### src/rtl/clk_rate_pkg.sv
`default_nettype none
// +--------------------------------------------------------------------------+
// | Module      : clk_rate_pkg                                               |
// | Description : Shared types and default sizing for the slow-clock divider |
// | Revision    : 1.0  initial release                                       |
// +--------------------------------------------------------------------------+
package clk_rate_pkg;

    localparam int CNT_W        = 28;
    localparam int DEFAULT_HALF = 500000;
    localparam int MIN_HALF     = 2;

    typedef enum logic [1:0] {
        IDLE = 2'd0,
        RUN  = 2'd1,
        PEND = 2'd2
    } state_t;

endpackage
`default_nettype wire

### src/rtl/clk_half_counter.sv
`default_nettype none
// +--------------------------------------------------------------------------+
// | Module      : clk_half_counter                                           |
// | Description : Half-period counter with clear, load-to-1 and terminal flag|
// | Revision    : 1.0  initial release                                       |
// +--------------------------------------------------------------------------+
module clk_half_counter #(
    parameter int CNT_W = 28
) (
    input  logic             clk,
    input  logic             rst,
    input  logic             i_clr,
    input  logic             i_load,
    input  logic             i_inc,
    input  logic [CNT_W-1:0] i_limit,
    output logic             o_term
);

    localparam logic [CNT_W-1:0] C_ONE = {{(CNT_W-1){1'b0}}, 1'b1};

    logic [CNT_W-1:0] r_cnt;

    always_ff @(posedge clk or posedge rst) begin
        if (rst) begin
            r_cnt <= '0;
        end else if (i_clr) begin
            r_cnt <= '0;
        end else if (i_load) begin
            r_cnt <= C_ONE;
        end else if (i_inc) begin
            r_cnt <= r_cnt + C_ONE;
        end
    end

    assign o_term = (r_cnt == i_limit);

endmodule
`default_nettype wire

### src/rtl/clk_rate_ctrl.sv
`default_nettype none
// +--------------------------------------------------------------------------+
// | Module      : clk_rate_ctrl                                              |
// | Description : Reprogrammable 50% slow clock + tick, glitch-free updates  |
// | Revision    : 1.0  initial release                                       |
// +--------------------------------------------------------------------------+
module clk_rate_ctrl #(
    parameter int CNT_W        = clk_rate_pkg::CNT_W,
    parameter int DEFAULT_HALF = clk_rate_pkg::DEFAULT_HALF,
    parameter int MIN_HALF     = clk_rate_pkg::MIN_HALF
) (
    input  logic             clk100Mhz,
    input  logic             rst,
    input  logic             en,
    input  logic             cfg_valid,
    input  logic [CNT_W-1:0] cfg_half,
    output logic             cfg_ready,
    output logic             cfg_err,
    output logic             slow_clk,
    output logic             tick,
    output logic             running,
    output logic [CNT_W-1:0] cur_half
);

    import clk_rate_pkg::*;

    localparam logic [CNT_W-1:0] C_DEFAULT = CNT_W'(DEFAULT_HALF);
    localparam logic [CNT_W-1:0] C_MIN     = CNT_W'(MIN_HALF);

    state_t           r_state, w_state_nxt;
    logic             r_slow, r_tick, r_err;
    logic [CNT_W-1:0] r_cur, r_pend;

    logic             w_slow_nxt, w_tick_nxt, w_err_nxt;
    logic [CNT_W-1:0] w_cur_nxt, w_pend_nxt;
    logic             w_cnt_clr, w_cnt_load, w_cnt_inc, w_term;
    logic             w_accept, w_take;

    clk_half_counter #(.CNT_W(CNT_W)) u_cnt (
        .clk     (clk100Mhz),
        .rst     (rst),
        .i_clr   (w_cnt_clr),
        .i_load  (w_cnt_load),
        .i_inc   (w_cnt_inc),
        .i_limit (r_cur),
        .o_term  (w_term)
    );

    assign cfg_ready = (r_state != PEND);
    assign running   = (r_state != IDLE);
    assign slow_clk  = r_slow;
    assign tick      = r_tick;
    assign cfg_err   = r_err;
    assign cur_half  = r_cur;

    assign w_accept = cfg_valid && cfg_ready;
    assign w_take   = w_accept && (cfg_half >= C_MIN);

    always_ff @(posedge clk100Mhz or posedge rst) begin
        if (rst) begin
            r_state <= IDLE;
        end else begin
            r_state <= w_state_nxt;
        end
    end

    always_comb begin
        w_state_nxt = r_state;
        w_cnt_clr   = 1'b0;
        w_cnt_load  = 1'b0;
        w_cnt_inc   = 1'b0;
        w_slow_nxt  = r_slow;
        w_tick_nxt  = 1'b0;
        w_err_nxt   = w_accept && !w_take;
        w_cur_nxt   = r_cur;
        w_pend_nxt  = r_pend;
        case (r_state)
            IDLE: begin
                w_cnt_clr  = 1'b1;
                w_slow_nxt = 1'b0;
                if (w_take) w_cur_nxt = cfg_half;
                if (en) begin
                    w_state_nxt = RUN;
                    w_cnt_clr   = 1'b0;
                    w_cnt_load  = 1'b1;
                end
            end
            RUN, PEND: begin
                // Only reachable from RUN: cfg_ready is low in PEND.
                if (w_take) begin
                    w_pend_nxt  = cfg_half;
                    w_state_nxt = PEND;
                end
                if (!en && !r_slow) begin
                    // Truncating a low phase is safe; settle any new rate now.
                    w_state_nxt = IDLE;
                    w_cnt_clr   = 1'b1;
                    if (r_state == PEND) w_cur_nxt = r_pend;
                    else if (w_take)     w_cur_nxt = cfg_half;
                end else if (w_term) begin
                    w_cnt_load = 1'b1;
                    w_slow_nxt = !r_slow;
                    w_tick_nxt = !r_slow;
                    if (r_slow) begin
                        if (r_state == PEND) begin
                            w_cur_nxt   = r_pend;
                            w_state_nxt = RUN;
                        end
                        if (!en) begin
                            w_state_nxt = IDLE;
                            w_cnt_load  = 1'b0;
                            w_cnt_clr   = 1'b1;
                            if (r_state == RUN && w_take) w_cur_nxt = cfg_half;
                        end
                    end
                end else begin
                    w_cnt_inc = 1'b1;
                end
            end
            default: begin
                w_state_nxt = IDLE;
                w_cnt_clr   = 1'b1;
                w_slow_nxt  = 1'b0;
            end
        endcase
    end

    always_ff @(posedge clk100Mhz or posedge rst) begin
        if (rst) begin
            r_slow <= 1'b0;
            r_tick <= 1'b0;
            r_err  <= 1'b0;
            r_cur  <= C_DEFAULT;
            r_pend <= '0;
        end else begin
            r_slow <= w_slow_nxt;
            r_tick <= w_tick_nxt;
            r_err  <= w_err_nxt;
            r_cur  <= w_cur_nxt;
            r_pend <= w_pend_nxt;
        end
    end

endmodule
`default_nettype wire

### config.mk
export PLATFORM = sky130hd
export DESIGN_NAME = clk_rate_ctrl
export DESIGN_NICKNAME = d
export VERILOG_FILES = /design/src/rtl/clk_rate_pkg.sv /design/src/rtl/clk_half_counter.sv /design/src/rtl/clk_rate_ctrl.sv
export SDC_FILE = /design/constraint.sdc
export NUM_CORES = 1
export LEC_CHECK = 0
export ABC_AREA = 1
export CORE_MARGIN = 5
export CORE_UTILIZATION = 53
export DETAILED_ROUTE_END_ITERATION = 16
export HOLD_SLACK_MARGIN = 0.12
export PLACE_DENSITY = 0.83
export SLEW_MARGIN = 20
export SYNTH_ARGS = -nofsm -noshare
export SYNTH_HDL_FRONTEND = slang
export SYNTH_SLANG_ARGS = --single-unit
### constraint.sdc
create_clock -name clk100Mhz -period 2.6 [get_ports clk100Mhz]
set_input_delay 0.26 -clock clk100Mhz [delete_from_list [all_inputs] [get_ports clk100Mhz]]
set_output_delay 0.26 -clock clk100Mhz [all_outputs]
set_load 0.03 [all_outputs]
==> reports/metrics.yaml <==
cts_sinks: 89
fin_total_pwr_mw: 9.02
std_cell_rows: 40
clock_tree.root_cell: "sky130_fd_sc_hd__clkbuf_16"
min_period_over_period_pct: 92.5
synth_enable_flop_cells: 0
r2r_setup_slack_ns: 0.20
wl_per_cell_um: 16.4
final.setup.worst_slack_ns: 0.195
data_arrival_time_of_the_critical_path_ns: 2.64
h-tree-depth: 3
post_cts_resize_count: 0
postRouteWirelength_mm: 19.6
tritoncts_clock_tree: "done"
drc: 0
finalInstanceArea_sq_mm: 0.00752
sequential_cell_area_sq_mm: 0.00224
max_slew_margin_pct: 50.1
clk-insertion-delay-late_ns: 0.35
post_layout_nonfiller_instances: 1194
place.port_buffers: 64
async_reset_ff_share_pct: 100
switchingPower_mw: 4.51
grt_overflow_total: 0
worstSetupStartpointType: "flop"
max-cap-violations: 0
synthToLayoutAreaGrowth_pct: 16.2
yosys-top-cells-area: "sky130_fd_sc_hd__dfrtp_1, sky130_fd_sc_hd__nand2_1, sky130_fd_sc_hd__nand3_1"
synth.ff_latch_count: 89
grt_pass1_wl_mm: 32.4
layout_commonest_cell: "sky130_fd_sc_hd__nand2_1"
core_sq_mm: 0.0120
clockPowerShare_pct: 14.0
fin_util_pct: 62.6
worst_pin_slew_ns: 0.748
summed_instance_area_of_the_synthesized_netlist_sq_mm: 0.00647
floorplan.io_pins: 65
run_status: "finished clean"
power_frac_seq_pct: 28.0
drt.antenna.violating_nets: 0
final_hold_viols: 0
synth_area_per_cell_sq_um: 6.46
detailedRoute.firstPassIterationCount: 5
post_dp_cell_area_sq_mm: 0.00724
grt_pass1_vias: 6335
syn_inst: 1002
routabilityCongestion: 0.934
worstPathMaxFanout: 34
most-common-layout-cells: "sky130_fd_sc_hd__nand2_1, sky130_fd_sc_hd__nand3_1, sky130_fd_sc_hd__nor2_1, sky130_fd_sc_hd__inv_1, sky130_fd_sc_hd__dfrtp_1"
multi_input_comb_area_sq_mm: 0.00364
synth_top_area_share_pct: 31.7
max_freq_ghz: 0.416
synth.yosys.seq_area_share_pct: 34.5
p_leak_nw: 3.43
die-height_um: 121
antenna_cells_inserted: 0
placement.setup.worst_slack_ns: 0.259
required_ns: 2.83
postCtsSetupRepairBufs: 0
antenna_found_initial: 0
synth_cell_types: 34
setup_viol: 0
crit_path_end_kind: "flop"
gr-usage-all-layers_pct: 27.8
internal_power_component_mw: 4.51
ys.flop_type: "sky130_fd_sc_hd__dfrtp_1"
place_inst: 1178
dp.final_hpwl_mm: 13.6
die_w_um: 121
drive_above_1_share_pct: 6.40
fillers: 1079
rsz0062_at_grt: "no"
setup_crit_path_kind: "reg2reg"
tns_ns: 0
finalMaxSlewViolations: 0
ys_warn_count: 0
period_needed_ns: 2.40
clock_path_buffers: 2
power.share.switching_pct: 50.0
postCtsHoldBufs: 0
initialDrtViolationCount: 894
via_per_inst: 5.84
vdd.ir_drop.worst_mv: 0.750
holdCritPathClass: "in2async"
grt_max_degree: 90
cts_buffers: 9
finClkSkew_ns: 0.00775
mappedNetlistNets: 1039
power_density_mw_per_mm2: 1200
pwr-share-comb_pct: 58.1
die_area_sq_mm: 0.0145
floorplan.initialDensity_pct: 53.9
clock_pin_slew_on_the_worst_setup_and_hold_paths_ns: 0.07
cell_taking_the_most_area_after_synthesis: "sky130_fd_sc_hd__dfrtp_1"
fin_worst_hold_slack_ns: 0.307
detailroute.via_count: 6978
num-nets-final: 1079
-- flip-flops by register name, summed over array words and instances (netlist names) --
register	flops
tick	1
cfg_err	1
r_state	2
r_pend	28
cur_half	28
u_cnt.r_cnt	28
slow_clk	1
-- synth_stat cells, types with 7 or more instances --
master,n
sky130_fd_sc_hd__nand2_1,282
sky130_fd_sc_hd__xor2_1,11
sky130_fd_sc_hd__nor2_1,112
sky130_fd_sc_hd__buf_2,22
sky130_fd_sc_hd__dfstp_2,7
sky130_fd_sc_hd__inv_1,88
sky130_fd_sc_hd__o211ai_1,8
sky130_fd_sc_hd__o21ai_0,69
sky130_fd_sc_hd__nand3_1,131
sky130_fd_sc_hd__dfrtp_1,82
sky130_fd_sc_hd__nand4_1,33
sky130_fd_sc_hd__xnor2_1,24
sky130_fd_sc_hd__a21oi_1,59
sky130_fd_sc_hd__clkbuf_1,29
-- power by group through the flow --
| stage | combinational (mW) | clock, mW | sequential [mW] |
|---|---|---|---|
| after detailed placement | 5.16 | 0 | 2.52 |
| after CTS | 5.18 | 1.26 | 2.50 |
| after global routing | 5.84 | 1.32 | 2.56 |
| after floorplan | 3.39 | 0 | 2.72 |
| after global placement | 5.03 | 0 | 2.51 |
| final | 5.24 | 1.26 | 2.52 |
-- cell families after synthesis --
logic type / Yosys count / share of synthesized area, %
multiplexers: 1 / 0.174
adder cells (fa/ha/maj): 5 / 0.966
AND/OR/NAND/NOR: 583 / 39.0
buffers and inverters: 149 / 9.37
XOR/XNOR: 35 / 4.74
AO/OA/AOI/OAI: 140 / 11.2
flip-flops: 89 / 34.5
-- layer usage --
layer	GRT usage (%)	up-vias	wire length, um
met4	12.0	0	667
li1	-	3329	-
met3	4.21	46	1780
met2	42.8	386	8810
met5	0	-	0
met1	39.1	3217	8360
-- critical path: stages (launching register included) --
cell and delay (ns):
sky130_fd_sc_hd__dfstp_2 0.61, sky130_fd_sc_hd__xnor2_1 0.14, sky130_fd_sc_hd__nand2_1 0.07, sky130_fd_sc_hd__nor2_1 0.14
sky130_fd_sc_hd__nand2_1 0.10, sky130_fd_sc_hd__nor2_2 0.13, sky130_fd_sc_hd__nand2_2 0.13, sky130_fd_sc_hd__nand2_2 0.11
sky130_fd_sc_hd__buf_4 0.26, sky130_fd_sc_hd__nand2_4 0.28, sky130_fd_sc_hd__nor2_1 0.21, sky130_fd_sc_hd__a21oi_1 0.09
-- cell type report --
type                       instances  share of cell area (%)
inverter                          89                    4.46
timing repair buffer              89                    11.3
clock inverter                     2                   0.166
sequential                        89                    29.7
clock buffer                      14                    3.51
tap                              147                    2.45
multi-input combinational        764                    48.3
-- final timing paths --
kind	start	endpoint	depth (start not counted)
hold / removal	rst	u_cnt.r_cnt[10]	3
setup / recovery	cur_half[5]	cur_half[23]	11
max in group asynchronous	rst	cur_half[17]	3
hold reg to reg	r_pend[11]	r_pend[11]	2
min in group clk100Mhz	r_pend[11]	r_pend[11]	2
setup reg to reg	cur_half[5]	cur_half[23]	11
Power figures use the tool's default switching activity.
